### config.mk
export PLATFORM = sky130hd
export DESIGN_NAME = keypad_scanner_flat
export DESIGN_NICKNAME = d
export VERILOG_FILES = /design/src/rtl/keypad_scanner_pkg.sv /design/src/rtl/keypad_scanner_if.sv /design/src/rtl/keypad_scanner_sync2.sv /design/src/rtl/keypad_scanner.sv /design/src/flat_wrapper.sv
export SDC_FILE = /design/constraint.sdc
export NUM_CORES = 1
export LEC_CHECK = 0
export BUFFER_PORTS_ARGS = -buffer_cell sky130_fd_sc_hd__buf_2
export CORE_UTILIZATION = 40
export DETAILED_ROUTE_END_ITERATION = 10
export PLACE_DENSITY = 0.67
export SLEW_MARGIN = 5
export SYNTH_ARGS = -nofsm -noshare
export SYNTH_HDL_FRONTEND = slang
export SYNTH_SLANG_ARGS = --single-unit
### constraint.sdc
create_clock -name clk -period 10.7 [get_ports clk]
set_input_delay 1.07 -clock clk [delete_from_list [all_inputs] [get_ports clk]]
set_output_delay 1.07 -clock clk [all_outputs]
set_load 0.02 [all_outputs]
### src/rtl/keypad_scanner_pkg.sv
// Shared types and constants for the 4x4 keypad scanner.
// Key index constants follow the downstream decoder's one-hot map.
package keypad_pkg;

   localparam int unsigned ROWS = 4;
   localparam int unsigned COLS = 4;
   localparam int unsigned KEYS = ROWS * COLS;

   typedef enum logic [1:0] {
      IDLE,
      SCAN,
      EVAL
   } state_t;

   localparam logic [3:0] KEY_ENTER = 4'd0;
   localparam logic [3:0] KEY_0     = 4'd3;
   localparam logic [3:0] KEY_SET   = 4'd4;
   localparam logic [3:0] KEY_3     = 4'd5;
   localparam logic [3:0] KEY_2     = 4'd6;
   localparam logic [3:0] KEY_1     = 4'd7;
   localparam logic [3:0] KEY_CLR   = 4'd8;
   localparam logic [3:0] KEY_6     = 4'd9;
   localparam logic [3:0] KEY_5     = 4'd10;
   localparam logic [3:0] KEY_4     = 4'd11;
   localparam logic [3:0] KEY_BKSP  = 4'd12;
   localparam logic [3:0] KEY_9     = 4'd13;
   localparam logic [3:0] KEY_8     = 4'd14;
   localparam logic [3:0] KEY_7     = 4'd15;

   // Concatenation equals row*4+col for a 4-column matrix.
   function automatic logic [3:0] onehot_index(input logic [1:0] row, input logic [1:0] col);
      return {row, col};
   endfunction

endpackage

### src/rtl/keypad_scanner_if.sv
// Keypad matrix pins plus the debounced key-code bus toward the decoder.
// master = scanner side, slave = matrix/decoder side.
interface keypad_scanner_if;
   import keypad_pkg::*;

   logic [COLS-1:0] col_n;
   logic [ROWS-1:0] row_n;
   logic [KEYS-1:0] onehot;
   logic [3:0]      key_code;
   logic            key_valid;

   modport master (
      input  col_n,
      output row_n,
      output onehot,
      output key_code,
      output key_valid
   );

   modport slave (
      output col_n,
      input  row_n,
      input  onehot,
      input  key_code,
      input  key_valid
   );

endinterface

### src/rtl/keypad_scanner_sync2.sv
// Two-flop synchronizer; resets to all-ones so idle-high column lines
// never look like a keypress coming out of reset.
module sync2 #(
   parameter int unsigned WIDTH = 4
) (
   input  logic             clk,
   input  logic             rst,
   input  logic [WIDTH-1:0] d_i,
   output logic [WIDTH-1:0] q_o
);

   logic [WIDTH-1:0] meta_q;
   logic [WIDTH-1:0] sync_q;

   always_ff @(posedge clk or posedge rst) begin
      if (rst) begin
         meta_q <= '1;
         sync_q <= '1;
      end else begin
         meta_q <= d_i;
         sync_q <= meta_q;
      end
   end

   assign q_o = sync_q;

endmodule

### src/rtl/keypad_scanner.sv
// 4x4 matrix scanner: rotates row strobes, samples columns at the end of each
// row period, and commits a one-hot key code after several identical frames.
module keypad_scanner
   import keypad_pkg::*;
#(
   parameter int unsigned SCAN_DIV        = 50000,
   parameter int unsigned DEBOUNCE_FRAMES = 5
) (
   input  logic             clk,
   input  logic             rst,
   keypad_scanner_if.master bus
);

   localparam int unsigned DIV_W   = $clog2(SCAN_DIV);
   localparam logic [DIV_W-1:0] DIV_MAX = DIV_W'(SCAN_DIV - 1);
   localparam logic [3:0]       CNT_MAX = 4'(DEBOUNCE_FRAMES - 1);

   logic [COLS-1:0]  col_sync;
   logic             tc;

   state_t           state_q, state_d;
   logic [DIV_W-1:0] div_q, div_d;
   logic [1:0]       row_q, row_d;
   logic [KEYS-1:0]  frame_q, frame_d;
   logic [KEYS-1:0]  cand_q, cand_d;
   logic [3:0]       cnt_q, cnt_d;
   logic [KEYS-1:0]  onehot_q, onehot_d;
   logic [3:0]       code_q, code_d;
   logic             valid_q, valid_d;

   logic [4:0]       cand_pop;
   logic [3:0]       cand_idx;

   sync2 #(.WIDTH(COLS)) u_sync (
      .clk (clk),
      .rst (rst),
      .d_i (bus.col_n),
      .q_o (col_sync)
   );

   always_ff @(posedge clk or posedge rst) begin
      if (rst) begin
         state_q  <= IDLE;
         div_q    <= '0;
         row_q    <= '0;
         frame_q  <= '0;
         cand_q   <= '0;
         cnt_q    <= '0;
         onehot_q <= '0;
         code_q   <= '0;
         valid_q  <= 1'b0;
      end else begin
         state_q  <= state_d;
         div_q    <= div_d;
         row_q    <= row_d;
         frame_q  <= frame_d;
         cand_q   <= cand_d;
         cnt_q    <= cnt_d;
         onehot_q <= onehot_d;
         code_q   <= code_d;
         valid_q  <= valid_d;
      end
   end

   always_comb begin
      cand_pop = '0;
      cand_idx = '0;
      for (int unsigned i = 0; i < KEYS; i++) begin
         if (cand_q[i]) begin
            cand_pop = cand_pop + 5'd1;
            cand_idx = 4'(i);
         end
      end
   end

   // The row sequencer free-runs in every state, so EVAL never stretches row 0.
   always_comb begin
      tc       = (div_q == DIV_MAX);
      div_d    = tc ? '0 : div_q + 1'b1;
      row_d    = tc ? row_q + 2'd1 : row_q;
      state_d  = state_q;
      frame_d  = frame_q;
      cand_d   = cand_q;
      cnt_d    = cnt_q;
      onehot_d = onehot_q;
      code_d   = code_q;
      valid_d  = 1'b0;

      case (state_q)
         IDLE: begin
            if (tc) state_d = SCAN;
         end
         SCAN: begin
            if (tc) begin
               frame_d[{row_q, 2'b00} +: COLS] = ~col_sync;
               if (row_q == 2'd3) state_d = EVAL;
            end
         end
         EVAL: begin
            state_d = SCAN;
            if (frame_q == cand_q) begin
               if (cnt_q != CNT_MAX) cnt_d = cnt_q + 4'd1;
               // Commit only happens on the equal path, so cand_q is the final candidate here.
               if (cnt_d == CNT_MAX && cand_q != onehot_q) begin
                  if (cand_pop == 5'd0) begin
                     onehot_d = '0;
                  end else if (cand_pop == 5'd1) begin
                     onehot_d = cand_q;
                     code_d   = cand_idx;
                     valid_d  = 1'b1;
                  end
               end
            end else begin
               cnt_d  = '0;
               cand_d = frame_q;
            end
         end
         default: state_d = IDLE;
      endcase
   end

   assign bus.row_n     = ~(4'b0001 << row_q);
   assign bus.onehot    = onehot_q;
   assign bus.key_code  = code_q;
   assign bus.key_valid = valid_q;

endmodule

### src/flat_wrapper.sv
// flat-port wrapper written by rule: the top's interface ports become plain ports
module keypad_scanner_flat import keypad_pkg::*;
#(
   parameter int unsigned SCAN_DIV        = 50000,
   parameter int unsigned DEBOUNCE_FRAMES = 5
)
  (clk, rst, bus_col_n, bus_row_n, bus_onehot, bus_key_code, bus_key_valid);
  keypad_scanner_if bus_i ();
  input  logic clk;
  input  logic rst;
  input wire logic [$bits(bus_i.col_n)-1:0] bus_col_n;
  output wire logic [$bits(bus_i.row_n)-1:0] bus_row_n;
  output wire logic [$bits(bus_i.onehot)-1:0] bus_onehot;
  output wire logic [$bits(bus_i.key_code)-1:0] bus_key_code;
  output wire logic [$bits(bus_i.key_valid)-1:0] bus_key_valid;
  assign bus_i.col_n = bus_col_n;
  assign bus_row_n = bus_i.row_n;
  assign bus_onehot = bus_i.onehot;
  assign bus_key_code = bus_i.key_code;
  assign bus_key_valid = bus_i.key_valid;
  keypad_scanner #(.SCAN_DIV(SCAN_DIV), .DEBOUNCE_FRAMES(DEBOUNCE_FRAMES)) u_core (.clk(clk), .rst(rst), .bus(bus_i));
endmodule
==> flow_metrics.py <==
metrics = {
    "synthesis": {
        "synth_flop_cell": "dfrtp_1",
        "synth_cells": 623,
        "syn_nets": 653,
        "synth-async-reset-ratio": 1.00,
        "synth_cell_type_count": 66,
        "netlist.top_cell.by_area": "dfrtp_1",
        "synth_edf_count": 0,
        "synth-warning-count": 0,
        "avgSynthCellArea_um2": 9.42,
        "syn_area_um2": 5870,
        "synth_seq_area_share": 0.364,
        "synth_top_cell_area_share": 0.328,
        "synthTopCellsByArea": "dfrtp_1 33%, xnor2_1 7.5%, ha_1 5.1%, nand2_1 4.9%, xor2_1 4.6%",
        "ys_seq_elements": 85,
    },
    "layout": {
        "area.growth.synth_to_final_pct": 12.9,
        "final_common_cell": "nand2_1",
        "num-fill-cells": 1342,
        "final_area_um2": 6630,
        "num_antenna_cells": 0,
        "drive_gt1_frac": 0.170,
        "fin_nets": 678,
        "utilization": 0.470,
        "final_cell_mix": "77 x nand2_1, 75 x dfrtp_1, 50 x xnor2_1, 40 x inv_1",
    },
    "timing": {
        "drv_slew": 0,
        "hold_ws_ps": 355,
        "tns_ps": 0,
        "period_share": 0.933,
        "slew_headroom": 0.195,
        "max_clock_freq_ghz": 0.100,
        "hold_viol": 0,
        "finalClockSkew_ps": 8.68,
        "tightest_slew_ps": 1210,
        "layout_min_cycle_time_ps": 9980,
        "finalSetupViolations": 0,
    },
    "hold_path": {
        "min_path_type": "register to register",
    },
    "detailed_routing": {
        "drtIter0Drc": 222,
        "detail-route-antenna-nets": 0,
        "drt-total-wl_mm": 12.5,
        "drtPass1Iterations": 4,
        "viasPerCell": 5.42,
        "drc": 0,
        "vias": 4512,
        "wl_per_cell_um": 15.0,
    },
    "placement": {
        "dp_hpwl_mm": 9.28,
        "io_buffers": 30,
        "place.gp.congestion": 0.850,
        "place_area_um2": 6170,
    },
    "cts": {
        "clk_path_buf_depth": 2,
        "numCtsBuffers": 9,
        "path_clk_slew_ps": 60,
        "cts_num_sinks": 85,
        "cts_root_buffer": "clkbuf_16",
        "htree_levels": 3,
        "clkLatencyLatePin_ps": 330,
        "cts_tree": "built",
    },
    "floorplanning": {
        "dieArea_um2": 15200,
        "core_um2": 14100,
        "start_util": 0.416,
        "die_x_um": 123,
        "die_y_um": 123,
        "io_pins": 31,
        "num_rows": 43,
    },
    "run_status": {
        "status": "complete, no violations",
    },
    "setup_path": {
        "setup.worst_path.class": "register to register",
        "slowest_delay_ps": 500,
        "cp_max_fo": 5,
        "endpoint_kind": "register",
        "cp.required_ps": 10920,
        "cp.arrival_ps": 10200,
        "crit_top_cell": "ha_1",
        "start_kind": "register",
        "critPathSlowestCell": "or3b_2",
    },
    "global_route": {
        "globalRoute.totalOverflow": 0,
        "grt_pass1_vias": 4563,
        "antenna_found_initial": 0,
        "grt_max_degree": 86,
        "grt_use_total": 0.177,
        "grt_pass1_wl_mm": 21.1,
    },
    "power": {
        "p_leak_nw": 3.06,
        "powerDensity_nw_per_um2": 97.6,
        "peakVddDrop_v": 0.0000895,
        "power_w": 0.000647,
    },
    "flow_run": {
        "maxCapViolCount": 0,
    },
}
cells in the mapped netlist, drive strengths merged (3+ instances only):
cell type,count
nor3,14
buf,7
o2bb2ai,4
nand3,24
nand2b,7
and2,5
or3b,4
xnor2,54
o21ai,17
nor4b,5
nor4,6
nand4,8
or3,6
nor2b,5
and3,8
mux2,21
dfrtp,77
nand2,77
xor2,34
o21bai,4
a31oi,3
clkbuf,18
a21boi,3
inv,42
o211ai,4
nor2,32
ha,24
a21oi,23
nor3b,3
o31ai,20
dfstp,8
mux2i,20
o21a,4
xnor3,4
timing repair:
action,in CTS,in global routing
gates cloned,0,1
setup buffers,1,4
hold buffers,0,0
gates resized for setup,1,17
pin swaps,1,4
endpoints found under the setup margin,18,20
per-stage QoR:
step	setup WS, ps	cells
5_1_grt	-6.45	833
2_1_floorplan	864	623
3_5_place_dp	-56.3	811
6_report	719	833
3_3_place_gp	435	811
4_1_cts	104	828
critical path: cells and delay by family (launching register included):
| kind | cells | cell delay (ps) |
|---|---|---|
| fa+ha+maj | 14 | 4020 |
| simple gates | 18 | 2540 |
| compound gates | 12 | 1870 |
| mux | 2 | 660 |
| flops | 1 | 430 |
| buf+inv | 4 | 350 |
power by group:
part	total, W	leakage (nW)	internal [W]	switching [W]
registers	0.000326	1.14	0.000324	0.00000122
clock network	0.000314	0.150	0.000200	0.000114
logic	0.00000703	1.77	0.000000902	0.00000612
path summary, 6_finish.rpt:
path	from	to	slack (ps)	cells past startpoint
min in group asynchronous	rst	u_core.div_q[10]$_DFF_PP0_	1030	3
max reg2reg	u_core.cand_q[1]$_DFFE_PP0P_	u_core.bus.key_code[3]$_DFFE_PP0P_	720	50
max in group asynchronous	rst	u_core.cand_q[1]$_DFFE_PP0P_	8900	3
min	u_core.u_sync.meta_q[0]$_DFF_PP1_	u_core.u_sync.q_o[0]$_DFF_PP1_	350	0
min reg2reg	u_core.u_sync.meta_q[0]$_DFF_PP1_	u_core.u_sync.q_o[0]$_DFF_PP1_	350	0
max	u_core.cand_q[1]$_DFFE_PP0P_	u_core.bus.key_code[3]$_DFFE_PP0P_	720	50
logic make-up (layout without fill, tap and decap cells):
logic type	count (synthesis)	in the layout	synth area share
multiplexers	41	41	0.0744
XOR/XNOR	93	93	0.166
flip-flops	85	85	0.364
AND/OR/NAND/NOR	215	215	0.186
buffers and inverters	67	97	0.0458
AO/OA/AOI/OAI	98	98	0.113
adder cells (fa/ha/maj)	24	24	0.0512
per-layer routing:
metal  track usage  wire length, um  vias to the layer above
li1              -                -                     2222
met1         0.217             5560                     2175
met2         0.309             6260                       82
met3        0.0249              325                       33
met4        0.0776              373                        0
met5             0                0                        -
cell type report:
class                           instances  area [um^2]  share of cell area
Tap cell                              180          225              0.0340
Clock buffer                           15          278              0.0419
Multi-Input combinational cell        471         3550               0.535
Clock inverter                          1         30.0             0.00453
Timing Repair Buffer                   39          248              0.0374
Inverter                               42          159              0.0240
Sequential cell                        85         2140               0.323
registers in the layout, indices dropped and copies added (netlist names):
name                  count
u_core.bus.key_valid      1
u_core.u_sync.q_o         4
u_core.div_q             16
u_core.u_sync.meta_q      4
u_core.cand_q            16
u_core.cnt_q              4
u_core.frame_q           16
u_core.row_q              2
u_core.bus.onehot        16
u_core.state_q            2
u_core.bus.key_code       4
(Power assumes the default switching activity.)
